--- src/rtl/run_control_if.sv ---
// Front-panel bus for the run sequencer: debounced buttons and TDC decay
// pulses in, acquisition control and status out.
interface run_control_if #(
    parameter int WIN_W   = 16,
    parameter int COUNT_W = 24
);
    logic [4:0]         btn;
    logic               decay_valid;
    logic               run_en;
    logic               clear_pulse;
    logic [WIN_W-1:0]   window;
    logic [COUNT_W-1:0] event_count;
    logic               done;
    logic [1:0]         state;

    // Panel / stimulus side
    modport master (
        output btn, decay_valid,
        input  run_en, clear_pulse, window, event_count, done, state
    );

    // Sequencer side
    modport slave (
        input  btn, decay_valid,
        output run_en, clear_pulse, window, event_count, done, state
    );
endinterface

--- src/rtl/run_control.sv ---
// Run sequencer for the muon-lifetime front panel. Turns button levels into
// rise events, runs the IDLE/RUN/HOLD/CLEAR acquisition machine, steps the
// coincidence window with auto-repeat and counts recorded decays.
module run_control #(
    parameter int WIN_W         = 16,
    parameter int WIN_DEFAULT   = 1000,
    parameter int WIN_MIN       = 10,
    parameter int WIN_MAX       = 20000,
    parameter int WIN_STEP      = 10,
    parameter int REPEAT_DELAY  = 5,
    parameter int REPEAT_PERIOD = 2,
    parameter int COUNT_W       = 24,
    parameter int MAX_EVENTS    = 16777215
) (
    input  logic         clock,
    input  logic         reset,
    run_control_if.slave bus
);

    typedef enum logic [1:0] {
        IDLE  = 2'd0,
        RUN   = 2'd1,
        HOLD  = 2'd2,
        CLEAR = 2'd3
    } state_t;

    // Repeat counter runs 1..DELAY, then wraps between DELAY and DELAY+PERIOD
    localparam int RPT_W = $clog2(REPEAT_DELAY + REPEAT_PERIOD + 1);
    localparam logic [RPT_W-1:0] RPT_FIRST = RPT_W'(REPEAT_DELAY);
    localparam logic [RPT_W-1:0] RPT_WRAP  = RPT_W'(REPEAT_DELAY + REPEAT_PERIOD);

    // Window math carries one extra bit so stepping never wraps
    localparam logic [WIN_W:0] WX_MIN  = (WIN_W+1)'(WIN_MIN);
    localparam logic [WIN_W:0] WX_MAX  = (WIN_W+1)'(WIN_MAX);
    localparam logic [WIN_W:0] WX_STEP = (WIN_W+1)'(WIN_STEP);

    localparam logic [WIN_W-1:0]   WIN_RST = WIN_W'(WIN_DEFAULT);
    localparam logic [COUNT_W-1:0] CNT_MAX = COUNT_W'(MAX_EVENTS);

    function automatic logic [WIN_W-1:0] sat_up(input logic [WIN_W-1:0] w);
        logic [WIN_W:0] sum;
        sum = {1'b0, w} + WX_STEP;
        if (sum > WX_MAX) begin
            sum = WX_MAX;
        end
        return sum[WIN_W-1:0];
    endfunction

    function automatic logic [WIN_W-1:0] sat_down(input logic [WIN_W-1:0] w);
        logic [WIN_W:0] ext;
        logic [WIN_W:0] diff;
        ext  = {1'b0, w};
        diff = ext - WX_STEP;
        if (ext < WX_MIN + WX_STEP) begin
            diff = WX_MIN;
        end
        return diff[WIN_W-1:0];
    endfunction

    state_t             cur_state;
    state_t             st_nxt;
    logic [4:0]         btn_q;
    logic [4:0]         rise;
    logic               any_rise;
    logic               start_r;
    logic               clr_r;
    logic               exit_r;
    logic               up_r;
    logic               dn_r;
    logic               held;
    logic [RPT_W-1:0]   rpt_cnt;
    logic [RPT_W-1:0]   rpt_nxt;
    logic               rpt_fire;
    logic               rpt_clr;
    logic               cnt_inc;
    logic               cnt_hit;
    logic [WIN_W-1:0]   window_q;
    logic [WIN_W-1:0]   win_nxt;
    logic [COUNT_W-1:0] count_q;
    logic               done_q;
    logic               run_en_q;
    logic               clear_q;

    // Rise decode, single-action priority, auto-repeat and next-state selection
    always_comb begin
        rise     = bus.btn & ~btn_q;
        any_rise = |rise;

        // Only the highest-priority rise survives: start > clear > exit > up > down
        start_r = rise[0];
        clr_r   = rise[3] & ~rise[0];
        exit_r  = rise[4] & ~rise[3] & ~rise[0];
        up_r    = rise[1] & ~(rise[0] | rise[3] | rise[4]);
        dn_r    = rise[2] & ~rise[1] & ~(rise[0] | rise[3] | rise[4]);

        // Exactly one of up/down held is the only case that auto-repeats
        held     = bus.btn[1] ^ bus.btn[2];
        rpt_nxt  = rpt_cnt + 1'b1;
        rpt_fire = (cur_state == IDLE) && held && !any_rise &&
                   ((rpt_nxt == RPT_FIRST) || (rpt_nxt == RPT_WRAP));

        cnt_inc = (cur_state == RUN) && bus.decay_valid && (count_q != CNT_MAX);
        cnt_hit = cnt_inc && (count_q == CNT_MAX - 1'b1);

        st_nxt = cur_state;
        case (cur_state)
            IDLE: begin
                if (start_r && !done_q) begin
                    st_nxt = RUN;
                end else if (clr_r) begin
                    st_nxt = CLEAR;
                end
            end
            RUN: begin
                if (cnt_hit || start_r) begin
                    st_nxt = HOLD;
                end
            end
            HOLD: begin
                if (start_r && !done_q) begin
                    st_nxt = RUN;
                end else if (clr_r) begin
                    st_nxt = CLEAR;
                end else if (exit_r) begin
                    st_nxt = IDLE;
                end
            end
            default: st_nxt = IDLE;
        endcase

        win_nxt = window_q;
        if (cur_state == IDLE) begin
            if (up_r || (rpt_fire && bus.btn[1])) begin
                win_nxt = sat_up(window_q);
            end else if (dn_r || (rpt_fire && bus.btn[2])) begin
                win_nxt = sat_down(window_q);
            end
        end

        rpt_clr = (cur_state != IDLE) || (st_nxt != IDLE) || !held ||
                  rise[1] || rise[2];
    end

    // Previous button sample and the auto-repeat timer
    always_ff @(posedge clock or negedge reset) begin
        if (!reset) begin
            btn_q   <= '0;
            rpt_cnt <= '0;
        end else begin
            btn_q <= bus.btn;
            if (rpt_clr) begin
                rpt_cnt <= '0;
            end else if (rpt_nxt == RPT_WRAP) begin
                rpt_cnt <= RPT_FIRST;
            end else begin
                rpt_cnt <= rpt_nxt;
            end
        end
    end

    // Acquisition state machine with its registered outputs, window and counter
    always_ff @(posedge clock or negedge reset) begin
        if (!reset) begin
            cur_state <= IDLE;
            run_en_q  <= 1'b0;
            clear_q   <= 1'b0;
            window_q  <= WIN_RST;
            count_q   <= '0;
            done_q    <= 1'b0;
        end else begin
            cur_state <= st_nxt;
            run_en_q  <= (st_nxt == RUN);
            clear_q   <= (st_nxt == CLEAR);
            window_q  <= win_nxt;
            if (st_nxt == CLEAR && cur_state != CLEAR) begin
                count_q <= '0;
                done_q  <= 1'b0;
            end else if (cnt_inc) begin
                count_q <= count_q + 1'b1;
                if (cnt_hit) begin
                    done_q <= 1'b1;
                end
            end
        end
    end

    assign bus.state       = cur_state;
    assign bus.run_en      = run_en_q;
    assign bus.clear_pulse = clear_q;
    assign bus.window      = window_q;
    assign bus.event_count = count_q;
    assign bus.done        = done_q;

endmodule
--- src/flat_wrapper.sv ---
// flat-port wrapper written by rule: the top's interface ports become plain ports
module run_control_flat 
#(
    parameter int WIN_W         = 16,
    parameter int WIN_DEFAULT   = 1000,
    parameter int WIN_MIN       = 10,
    parameter int WIN_MAX       = 20000,
    parameter int WIN_STEP      = 10,
    parameter int REPEAT_DELAY  = 5,
    parameter int REPEAT_PERIOD = 2,
    parameter int COUNT_W       = 24,
    parameter int MAX_EVENTS    = 16777215
)
  (clock, reset, bus_btn, bus_decay_valid, bus_run_en, bus_clear_pulse, bus_window, bus_event_count, bus_done, bus_state);
  run_control_if #(.WIN_W(WIN_W), .COUNT_W(COUNT_W)) bus_i ();
  input  logic clock;
  input  logic reset;
  input wire logic [$bits(bus_i.btn)-1:0] bus_btn;
  input wire logic [$bits(bus_i.decay_valid)-1:0] bus_decay_valid;
  output wire logic [$bits(bus_i.run_en)-1:0] bus_run_en;
  output wire logic [$bits(bus_i.clear_pulse)-1:0] bus_clear_pulse;
  output wire logic [$bits(bus_i.window)-1:0] bus_window;
  output wire logic [$bits(bus_i.event_count)-1:0] bus_event_count;
  output wire logic [$bits(bus_i.done)-1:0] bus_done;
  output wire logic [$bits(bus_i.state)-1:0] bus_state;
  assign bus_i.btn = bus_btn;
  assign bus_i.decay_valid = bus_decay_valid;
  assign bus_run_en = bus_i.run_en;
  assign bus_clear_pulse = bus_i.clear_pulse;
  assign bus_window = bus_i.window;
  assign bus_event_count = bus_i.event_count;
  assign bus_done = bus_i.done;
  assign bus_state = bus_i.state;
  run_control #(.WIN_W(WIN_W), .WIN_DEFAULT(WIN_DEFAULT), .WIN_MIN(WIN_MIN), .WIN_MAX(WIN_MAX), .WIN_STEP(WIN_STEP), .REPEAT_DELAY(REPEAT_DELAY), .REPEAT_PERIOD(REPEAT_PERIOD), .COUNT_W(COUNT_W), .MAX_EVENTS(MAX_EVENTS)) u_core (.clock(clock), .reset(reset), .bus(bus_i));
endmodule
--- config.mk ---
export PLATFORM = sky130hd
export DESIGN_NAME = run_control_flat
export DESIGN_NICKNAME = d
export VERILOG_FILES = /design/src/rtl/run_control_if.sv /design/src/rtl/run_control.sv /design/src/flat_wrapper.sv
export SDC_FILE = /design/constraint.sdc
export NUM_CORES = 1
export LEC_CHECK = 0
export CAP_MARGIN = 20
export CORE_UTILIZATION = 35
export CTS_CLUSTER_DIAMETER = 40
export CTS_CLUSTER_SIZE = 40
export DETAILED_ROUTE_END_ITERATION = 6
export PLACE_DENSITY_LB_ADDON = 0.05
export SETUP_SLACK_MARGIN = 0.3
export SYNTH_ARGS = -nofsm -noshare
export SYNTH_HDL_FRONTEND = slang
export SYNTH_SLANG_ARGS = --single-unit
--- constraint.sdc ---
create_clock -name clock -period 6.72 [get_ports clock]
set_input_delay 1.68 -clock clock [delete_from_list [all_inputs] [get_ports clock]]
set_output_delay 1.68 -clock clock [all_outputs]
set_load 0.01 [all_outputs]
==> impl_metrics.ini <==
[run_status]
outcome = finished, final reports clean

[pwr]
p_leak_uw = 0.001591
powerDensity_nw_per_um2 = 317.1
power.switching_uw = 558.1
finalPower_uw = 1306
ir_drop_mv = 0.1255
combPwrFrac_pct = 40.4
p_int_uw = 747.5
seq_power_share_pct = 43.0
power_switching_share_pct = 42.75
pwr-share-clk_pct = 16.6

[critical_path]
crit_path_start_kind = primary input
reg2reg_to = u_core.bus.window[1]$_DFFE_PN0P_
path_max_fanout = 17
r2r_start = u_core.bus.window[1]$_DFFE_PN0P_
startpoint = bus_btn[0]
critical_path_class = in2reg
ff2ff_path_depth = 8
worst_ep_required_time_ns = 6.97
cp-end-kind = register
crit_arrival_ns = 4.66
worstSetupEndpoint = u_core.bus.window[13]$_DFFE_PN0P_
r2r_slack_ns = 3.41

[drt]
ant_nets = 0
wl_met2_um = 4178
drt-initial-drc-count = 134
routed_wl_um = 9065
routedWlPerCell_um = 16.02
dr.max_layer_used = met4
wl_met1_um = 4376
firstDrtPassIters = 4
viasPerCell = 5.451
drcViolationCount = 0
wl_met3_um = 389
vias = 3085

[yosys]
synth_edf_count = 0
synth_fa_ha_area_share_pct = 2.555
syn_area_um2 = 3428
async_flop_share_pct = 100.0
yosys.area_share.simple_pct = 28.14
synth_top_area_cell = dfrtp_1
syn_area_per_cell_um2 = 8.549
ys_warn_count = 0
ys_seq_elements = 52
ys_seq_area_share_pct = 38.18
synth_cells = 401
synth-xor-area-share_pct = 6.642
synth_mux_area_share_pct = 0.3285
synth_top_area_share_pct = 33.58
yosysMostFrequentCell = dfrtp_1
synth_top_family_by_area = simple AND/OR/NAND/NOR gates
synth_nets = 416
netlist_top_cells_area = dfrtp_1, nor2_1, dfstp_2
synth-compound-area-share_pct = 19.38
synth_ff_type = dfrtp_1
ys_types = 62
ys_top_cells_by_count = dfrtp_1, nor2_1, nand2_1

[placement]
io_buffer_count = 51
gp_congestion = 0.8258
hpwl_um = 6209
dp.cells = 558

[sta]
skew_ns = 0.005418
tightest_slew_ns = 0.9512
hold_viol_final = 0
fmax_mhz = 226.5
rsz0062_at_grt = no
tns_ns = 0
setup_viol = 0
period_share_pct = 65.69
final_max_slew_viol_count = 0
period_minus_slack_ns = 4.414
relSlewSlack_pct = 36.10

[clock_tree]
h-tree-depth = 2
tritoncts = built
ctsResizeCount = 0
clk_pin_slew_ns = 0.09
post_cts_buffers = 0
holdBufCountCts = 0
cts_root_buffer = clkbuf_8
clock_path_buffers = 2
clock_sinks = 52
cts_inserted_buffers = 5
worstSkewPairLatency_ns = 0.30

[global_route]
first_global_vias = 2957
grt_max_degree = 53
overflow = 0
antenna_found_initial = 0
grt_use_total_pct = 18.82
grt_pass1_wl_um = 15260

[worst_hold_path]
worstHoldPathType = reg2reg
min_from = u_core.bus.done$_DFFE_PN0P_
hold_depth = 2

[job]
maxCapViolations = 0

[final_layout]
final_cells = 566
synthToLayoutAreaGrowth_pct = 20.11
nNetsFinal = 451
insertedDiodeCount = 0
drive_gt1_share_pct = 7.094

[floorplanning]
die_w_um = 101.0
die_area_um2 = 10190
die_h_um = 101.0
placementRows = 35
io_pins = 53
initial_core_util_pct = 36.58
coreArea_um2 = 9371
==> sequential cells by signal (all words and copies together) (netlist names) <==
signal                  cells
u_core.bus.event_count     24
u_core.bus.clear_pulse      1
u_core.bus.done             1
u_core.bus.run_en           1
u_core.btn_q                5
u_core.rpt_cnt              3
u_core.bus.window          15
u_core.bus.state            2
==> area by class of cell <==
class                   instances  area (µm²)
clock inverters                 1       30.03
inverters                      13       48.80
multi-input cells             310        1964
repair buffers                 54       528.0
well taps                     129       161.4
flip-flops and latches         52        1309
fillers                       988        5254
clock buffers                   7       76.32
==> worst min-delay path by stage <==
stage                                              to  slack [ns]
after floorplan           u_core.rpt_cnt[1]$_DFF_PN0_        0.52
after global placement    u_core.bus.done$_DFFE_PN0P_        0.53
after detailed placement  u_core.bus.done$_DFFE_PN0P_        0.53
after CTS                 u_core.bus.done$_DFFE_PN0P_        0.55
after global routing      u_core.bus.done$_DFFE_PN0P_        0.59
final                     u_core.bus.done$_DFFE_PN0P_        0.53
==> power groups by stage <==
stage	sequential, µW	combinational (µW)	clock (µW)
floorplan	487	378	0
global placement	566	526	0
detailed placement	568	525	0
CTS	561	528	229
global route	581	582	237
finish	561	527	217
==> metrics by stage <==
| step | util [%] | instance area (µm²) | hold WS [ns] | worst slack, ns |
|---|---|---|---|---|
| floorplan | - | 3428 | 0.5170 | 3.077 |
| CTS | 43.94 | 4118 | 0.5496 | 2.354 |
| detailed placement | 42.80 | 4011 | 0.5250 | 2.066 |
| finish | 43.94 | 4118 | 0.5347 | 2.306 |
| global placement | 42.80 | 4011 | 0.5255 | 2.066 |
| global route | 43.94 | 4118 | 0.5889 | 2.098 |
==> kinds of logic (layout without fill, tap and decap cells) <==
| kind of cell | after synthesis | count (layout) |
|---|---|---|
| compound gates | 90 | 90 |
| xor+xnor | 26 | 26 |
| fa+ha+maj | 7 | 7 |
| buf+inv | 39 | 75 |
| flops | 52 | 52 |
| mux | 1 | 1 |
| other cells | 1 | 1 |
| simple gates | 185 | 185 |
==> critical path, stage by stage <==
cell	delay [ns]
clkdlybuf4s50_1	0.44
nor2b_1	0.19
nor4b_1	0.50
o21ai_2	0.35
a211o_1	0.55
or4_4	0.58
a221oi_2	0.23
a211o_1	0.13
==> metal layers <==
layer  up-vias  global-route usage, %
met3         8                  2.497
met1      1473                  26.74
met2        76                  29.93
met5         -                      0
met4         0                  5.240
li1       1528                      -
==> placed cells by master, fill, tap and decap left out, types with 3 or more instances in the layout <==
master	count
nor2b_1	7
xnor2_1	11
buf_4	3
nand4_1	11
ha_1	7
clkbuf_8	5
or3_1	6
and4_1	3
o211ai_1	3
nand3_1	22
inv_1	13
a21o_1	3
and2_1	5
xor2_1	15
a21oi_1	14
and3_1	4
nand4b_1	4
o21a_1	3
o21ai_0	23
a211oi_1	5
a211o_1	5
a221oi_1	3
or4_1	4
or2_2	3
nor4_1	8
dfstp_2	6
nand2_1	37
nand2b_1	3
nor3_1	16
nor2_1	44
dfrtp_1	46
a22oi_1	3
clkdlybuf4s50_1	50
(Power assumes the default switching activity.)
